===== config.mk =====
export PLATFORM = sky130hd
export DESIGN_NAME = ws2812b_rx
export DESIGN_NICKNAME = d
export VERILOG_FILES = /design/src/rtl/ws2812b_pkg.sv /design/src/rtl/ws2812b_line_sync.sv /design/src/rtl/ws2812b_rx.sv
export SDC_FILE = /design/constraint.sdc
export NUM_CORES = 1
export LEC_CHECK = 0
export ABC_AREA = 1
export CAP_MARGIN = 0
export CELL_PAD_IN_SITES_DETAIL_PLACEMENT = 0
export CELL_PAD_IN_SITES_GLOBAL_PLACEMENT = 2
export CORE_ASPECT_RATIO = 0.75
export CORE_MARGIN = 2
export CORE_UTILIZATION = 35
export DETAILED_ROUTE_END_ITERATION = 8
export PLACE_DENSITY = 0.79
export SLEW_MARGIN = 20
export SYNTH_ARGS = -nofsm -noshare
export SYNTH_HDL_FRONTEND = slang
export SYNTH_HIERARCHICAL = 1
export SYNTH_SLANG_ARGS = --single-unit

===== constraint.sdc =====
create_clock -name clk -period 2.4 [get_ports clk]
set_clock_uncertainty 0.05 [all_clocks]
set_input_delay 0.6 -clock clk [delete_from_list [all_inputs] [get_ports clk]]
set_output_delay 0.6 -clock clk [all_outputs]
set_load 0.02 [all_outputs]

===== src/rtl/ws2812b_pkg.sv =====
// ws2812b_pkg: shared timing defaults, receiver state encoding and word width
// for the WS2812B line receiver. Timing values are in clk cycles at 12 MHz.
package ws2812b_pkg;

  localparam int PIXEL_W          = 24;
  localparam int MIN_HIGH_DEF     = 2;    // shorter high pulses are glitches
  localparam int BIT_THRESH_DEF   = 7;    // high width >= this decodes as 1
  localparam int MAX_HIGH_DEF     = 14;   // high width reaching this is stuck-high
  localparam int RESET_CYCLES_DEF = 600;  // 50 us low = latch

  typedef enum logic [1:0] {
    WAIT_LATCH = 2'd0,
    IDLE       = 2'd1,
    HIGH       = 2'd2,
    LOW        = 2'd3
  } rx_state_e;

endpackage


===== src/rtl/ws2812b_line_sync.sv =====
// ws2812b_line_sync: two-flop synchronizer for the asynchronous serial line,
// plus single-cycle rise/fall strobes taken against the previous synced value.
//   clk, rst_n : clock, async active-low reset
//   din        : raw line input
//   s_din      : synchronized line
//   rise, fall : edge strobes on s_din (combinational from flops)
module ws2812b_line_sync (
  input  logic clk,
  input  logic rst_n,
  input  logic din,
  output logic s_din,
  output logic rise,
  output logic fall
);

  logic meta_q, sync_q, prev_q;

  always_ff @(posedge clk or negedge rst_n) begin
    if (!rst_n) begin
      meta_q <= 1'b0;
      sync_q <= 1'b0;
      prev_q <= 1'b0;
    end else begin
      meta_q <= din;
      sync_q <= meta_q;
      prev_q <= sync_q;
    end
  end

  assign s_din = sync_q;
  assign rise  = sync_q & ~prev_q;
  assign fall  = ~sync_q & prev_q;

endmodule


===== src/rtl/ws2812b_rx.sv =====
// ws2812b_rx: WS2812B single-wire receiver. Measures each high pulse to decode
// a bit, assembles 24-bit GRB words, tags them with their index in the frame,
// and flags latch gaps and protocol errors.
//   clk, rst_n  : 12 MHz clock, async active-low reset
//   din         : raw serial line (asynchronous)
//   pixel_data  : last decoded word, first bit received in [23]
//   pixel_index : index of pixel_data within the frame
//   pixel_valid : one-cycle strobe for pixel_data/pixel_index
//   frame_done  : one-cycle strobe on a latch gap following received bits
//   error       : one-cycle strobe on any protocol error
module ws2812b_rx
  import ws2812b_pkg::*;
#(
  parameter int MIN_HIGH     = MIN_HIGH_DEF,
  parameter int BIT_THRESH   = BIT_THRESH_DEF,
  parameter int MAX_HIGH     = MAX_HIGH_DEF,
  parameter int RESET_CYCLES = RESET_CYCLES_DEF,
  parameter int NUM_PIXELS   = 64
) (
  input  logic                          clk,
  input  logic                          rst_n,
  input  logic                          din,
  output logic [PIXEL_W-1:0]            pixel_data,
  output logic [$clog2(NUM_PIXELS)-1:0] pixel_index,
  output logic                          pixel_valid,
  output logic                          frame_done,
  output logic                          error
);

  localparam int LOW_W  = $clog2(RESET_CYCLES + 1);
  localparam int HIGH_W = $clog2(MAX_HIGH + 1);
  localparam int BIT_W  = $clog2(PIXEL_W);
  localparam int IDX_W  = $clog2(NUM_PIXELS);
  localparam int CNT_W  = $clog2(NUM_PIXELS + 1);  // must hold NUM_PIXELS for saturation

  localparam logic [LOW_W-1:0]  LOW_LAST  = LOW_W'(RESET_CYCLES - 1);
  localparam logic [HIGH_W-1:0] H_MIN     = HIGH_W'(MIN_HIGH);
  localparam logic [HIGH_W-1:0] H_THRESH  = HIGH_W'(BIT_THRESH);
  localparam logic [HIGH_W-1:0] H_MAX     = HIGH_W'(MAX_HIGH);
  localparam logic [BIT_W-1:0]  BIT_LAST  = BIT_W'(PIXEL_W - 1);
  localparam logic [CNT_W-1:0]  PIX_LIMIT = CNT_W'(NUM_PIXELS);

  logic s_din, rise, fall;

  ws2812b_line_sync u_sync (
    .clk   (clk),
    .rst_n (rst_n),
    .din   (din),
    .s_din (s_din),
    .rise  (rise),
    .fall  (fall)
  );

  rx_state_e          state_q;
  logic [LOW_W-1:0]   low_cnt_q;
  logic [HIGH_W-1:0]  high_cnt_q;
  logic [BIT_W-1:0]   bit_cnt_q;
  logic [PIXEL_W-1:0] shift_q;
  logic [CNT_W-1:0]   pix_cnt_q;
  logic               pix_done_q;  // full word sits in shift_q this cycle
  logic               ovr_q;       // overrun already reported this frame

  // The fall cycle counts as one more increment, so h_next at the fall
  // strobe equals the number of synced high cycles.
  logic [HIGH_W-1:0] h_next;
  assign h_next = high_cnt_q + 1'b1;

  always_ff @(posedge clk or negedge rst_n) begin
    if (!rst_n) begin
      state_q     <= WAIT_LATCH;
      low_cnt_q   <= '0;
      high_cnt_q  <= '0;
      bit_cnt_q   <= '0;
      shift_q     <= '0;
      pix_cnt_q   <= '0;
      pix_done_q  <= 1'b0;
      ovr_q       <= 1'b0;
      pixel_data  <= '0;
      pixel_index <= '0;
      pixel_valid <= 1'b0;
      frame_done  <= 1'b0;
      error       <= 1'b0;
    end else begin
      pixel_valid <= 1'b0;
      frame_done  <= 1'b0;
      error       <= 1'b0;

      // Publish a completed word one cycle after its last bit shifted in.
      if (pix_done_q) begin
        pix_done_q <= 1'b0;
        if (pix_cnt_q < PIX_LIMIT) begin
          pixel_data  <= shift_q;
          pixel_index <= pix_cnt_q[IDX_W-1:0];
          pixel_valid <= 1'b1;
          pix_cnt_q   <= pix_cnt_q + 1'b1;
        end else if (!ovr_q) begin
          error <= 1'b1;
          ovr_q <= 1'b1;
        end
      end

      case (state_q)
        WAIT_LATCH: begin
          if (s_din) begin
            low_cnt_q <= '0;
          end else if (low_cnt_q == LOW_LAST) begin
            low_cnt_q <= '0;
            state_q   <= IDLE;
          end else begin
            low_cnt_q <= low_cnt_q + 1'b1;
          end
        end

        IDLE: begin
          if (rise) begin
            high_cnt_q <= '0;
            state_q    <= HIGH;
          end
        end

        HIGH: begin
          high_cnt_q <= h_next;
          if (h_next >= H_MAX || (fall && h_next < H_MIN)) begin
            // stuck-high or glitch: drop the frame and resync on a latch gap
            error     <= 1'b1;
            bit_cnt_q <= '0;
            pix_cnt_q <= '0;
            ovr_q     <= 1'b0;
            low_cnt_q <= '0;
            state_q   <= WAIT_LATCH;
          end else if (fall) begin
            shift_q   <= {shift_q[PIXEL_W-2:0], (h_next >= H_THRESH)};
            low_cnt_q <= '0;
            state_q   <= LOW;
            if (bit_cnt_q == BIT_LAST) begin
              bit_cnt_q  <= '0;
              pix_done_q <= 1'b1;
            end else begin
              bit_cnt_q <= bit_cnt_q + 1'b1;
            end
          end
        end

        LOW: begin
          // latch wins over a rise arriving in the same cycle
          if (low_cnt_q == LOW_LAST) begin
            frame_done <= 1'b1;
            error      <= (bit_cnt_q != '0);
            bit_cnt_q  <= '0;
            pix_cnt_q  <= '0;
            ovr_q      <= 1'b0;
            low_cnt_q  <= '0;
            state_q    <= IDLE;
          end else if (rise) begin
            high_cnt_q <= '0;
            state_q    <= HIGH;
          end else begin
            low_cnt_q <= low_cnt_q + 1'b1;
          end
        end

        default: state_q <= WAIT_LATCH;
      endcase
    end
  end

endmodule

==> metrics.txt <==
Int Pwr 0.00245 W; Post-CTS Setup Inserts 0; Synth Warn # 6; TNS Setup 0 ps; DR pass1 iterations 5; remaining global-route overflow 0; Top delay family on crit path simple AND/OR/NAND/NOR gates; P&R area growth vs syn 20.6%; hold buffer count at cts 0; die area around 13000 sq um; PwrDens 623 nW/um^2; initial antenna violation count 0; post-CTS sizing 0; Stages on worst setup path 11; critical path startpoint high_cnt_q[0]; Fmax 489 MHz; post-route ant nets 0; Die Y 98.0 um; all-layer global routing usage 15.0%; placed cell area 4660 sq um; CTS tree built; Hold Fails Final Rpt 0; clock slew at reported path FFs around 60 ps; top layer in use met4; CP Buf/Inv Count 2; post-synth cell types 34; CP Data Arrival Time around 2200 ps; via count 3210; total routed wirelength 8630 um; core area 11500 sq um; vias in the first global route roughly 3200; max capacitance violation total 0; ANT cells 0; Mapped Area between 4000 and 5000 sq um; Crit Reg-Reg Startpoint high_cnt_q[0]; kind of critical path reg2reg; Initial Util 35.8%; Least-Margin Pin Slew 491 ps; Psw 0.000651 W; Setup crit end shift_q[3]; sequential area share after synthesis 54.6%; max incr delay on CP 450 ps; P_leak 2.57 nW; Post-layout nets 547; sequential power share between 40 and 50%; final worst path period need 2040 ps; Crit. End Element flop; worst hold margin 251 ps; clk_lat worst skew between 300 and 400 ps; I/O Pins 36; RR Endpoint shift_q[3]; met3 wire len 294 um; hold crit path type in2async; Critical Path Slowest Stage Cell dfrtp_1; Longest Clk Path Bufs 2; Max IR drop VDD 342 uV; outcome complete, no violations; first-pass GRT wire length 15300 um; layout cells sized above 1 8.50%; DRC violation total after the first TritonRoute iteration 205; met1 WL roughly 4700 um; Cells after Synth about 500; Clk network pwr share 48.5%; half-perimeter wire length after placement 5740 um; syn avg cell area roughly 8.3 sq um; H-tree levels 3; RSZ-0062 raised after global routing false; Avg WL per Cell 12.3 um; CP max FO 25; Startpoint Class flop; PortBufs 35; Synth Net Count 508; WP data required 2580 ps; Slew Limit Fails 0; vias per cell approximately 4.6; switching part of the total a little over a fifth; Max-slew headroom around two thirds; Non-Filler Instances 703; fillcell total 1173; worst reg2reg setup slack about 360 ps; Comb power frac about 2.2%; largest net degree at the start of global routing 91; #FFs+latches synth 90; CTS root buffer clkbuf_16; Sink Count 90; CP cell instances inv_1 -> ha_1 -> inv_1 -> nor2_1 -> nor2_2 -> nand2_2 -> nand2_4 -> nor2_8 -> nand2_4 -> nand2_1 -> nand2_1; Placed Cells incl. Taps around 690; met2 wire length 3550 um; Reg2Reg Depth 11; FP Rows 34; final setup vio count 0; period utilization about 85%; Chip Width between 100 and 150 um; Non-Filler Cell Area, Final 4980 sq um; DRC viols 0; routability cong. 0.802; CTS Buf Count 9
-- worst register-to-register path: stages (launching register included) --
cell,delay [ps]
dfrtp_1,450
inv_1,80
ha_1,320
inv_1,50
nor2_1,110
nor2_2,60
nand2_2,130
nand2_4,90
nor2_8,190
nand2_4,230
nand2_1,130
nand2_1,50
-- metrics by stage --
step	util (%)	total power (W)	setup WS [ps]
3_3_place_gp	40.4	0.00163	405
6_report	43.2	0.00310	355
4_1_cts	43.2	0.00315	326
5_1_grt	43.2	0.00322	140
2_1_floorplan	-	0.00158	652
3_5_place_dp	40.4	0.00163	344
-- cells in the final DEF (no fill, tap or decap), types with 4 or more instances in the layout --
| cell | count |
|---|---|
| nand2_2 | 6 |
| nor3_1 | 5 |
| o22ai_1 | 4 |
| nand3_1 | 40 |
| ha_1 | 7 |
| dfrtp_1 | 90 |
| buf_4 | 6 |
| clkdlybuf4s50_1 | 34 |
| clkbuf_16 | 9 |
| o21ai_0 | 16 |
| nand2_1 | 205 |
| nor2_1 | 32 |
| nand4_1 | 7 |
| xor2_1 | 5 |
| a21oi_1 | 4 |
| inv_1 | 38 |
| inv_2 | 5 |
-- area by class of cell --
cell class,count,area (sq um),area share [%]
sequential,90,2250,45.2
multi-input combinational,352,1640,33.0
timing repair buffer,41,405,8.14
clock buffer,9,225,4.52
tap,162,203,4.07
inverter,43,161,3.24
clock inverter,6,90.1,1.81
-- Yosys cell counts, drive strengths merged --
cell type / count / area share (%)
nand2: 213 / 20
nor3: 6 / 0.85
clkbuf: 5 / 0.45
inv: 43 / 3.9
o21ai: 19 / 2.5
buf: 8 / 1.3
a21oi: 5 / 0.70
xor2: 5 / 1.1
ha: 7 / 2.1
o22ai: 4 / 0.61
xnor2: 1 / 0.21
nor2: 37 / 4.1
nand4: 7 / 1.1
a22oi: 1 / 0.18
a31oi: 1 / 0.15
nand3b: 1 / 0.18
mux2i: 1 / 0.24
o211ai: 2 / 0.36
nand3: 42 / 5.3
dfrtp: 90 / 55
-- worst min path at each step --
stage,start,to,slack [ps],depth (start not counted)
3_3_place_gp,u_sync/meta_q,u_sync/s_din,290,0
2_1_floorplan,rst_n,bit_cnt_q[0],250,0
3_5_place_dp,u_sync/meta_q,u_sync/s_din,290,0
6_report,rst_n,pixel_index[5],250,2
4_1_cts,rst_n,frame_done,280,2
5_1_grt,rst_n,shift_q[10],300,2
-- routing by layer --
metal / GRT usage, % / vias up
met5: 0 / -
met4: 4.52 / 0
met3: 3.51 / 9
met2: 21.9 / 53
met1: 22.2 / 1503
li1: - / 1645
-- sequential cells by signal, indices dropped and copies added, names as in the netlist, 2 cells and up --
register and cells:
pix_cnt_q 7, bit_cnt_q 5, state_q 2, high_cnt_q 4, pixel_index 6, low_cnt_q 10, shift_q 24, pixel_data 24
-- logic make-up after synthesis --
family | count (synthesis) | share of synthesized area (%)
XOR/XNOR | 6 | 1.27
adder cells (fa/ha/maj) | 7 | 2.12
buffers and inverters | 56 | 5.70
flip-flops | 90 | 54.6
multiplexers | 1 | 0.243
AO/OA/AOI/OAI | 32 | 4.49
AND/OR/NAND/NOR | 306 | 31.6
-- power groups by stage --
stage | clock network, W | registers [W] | logic [W]
6_report | 0.00150 | 0.00153 | 0.0000670
5_1_grt | 0.00161 | 0.00153 | 0.0000797
4_1_cts | 0.00155 | 0.00153 | 0.0000707
3_5_place_dp | 0 | 0.00156 | 0.0000707
3_3_place_gp | 0 | 0.00156 | 0.0000720
2_1_floorplan | 0 | 0.00156 | 0.0000246
Power figures use the tool's default switching activity.
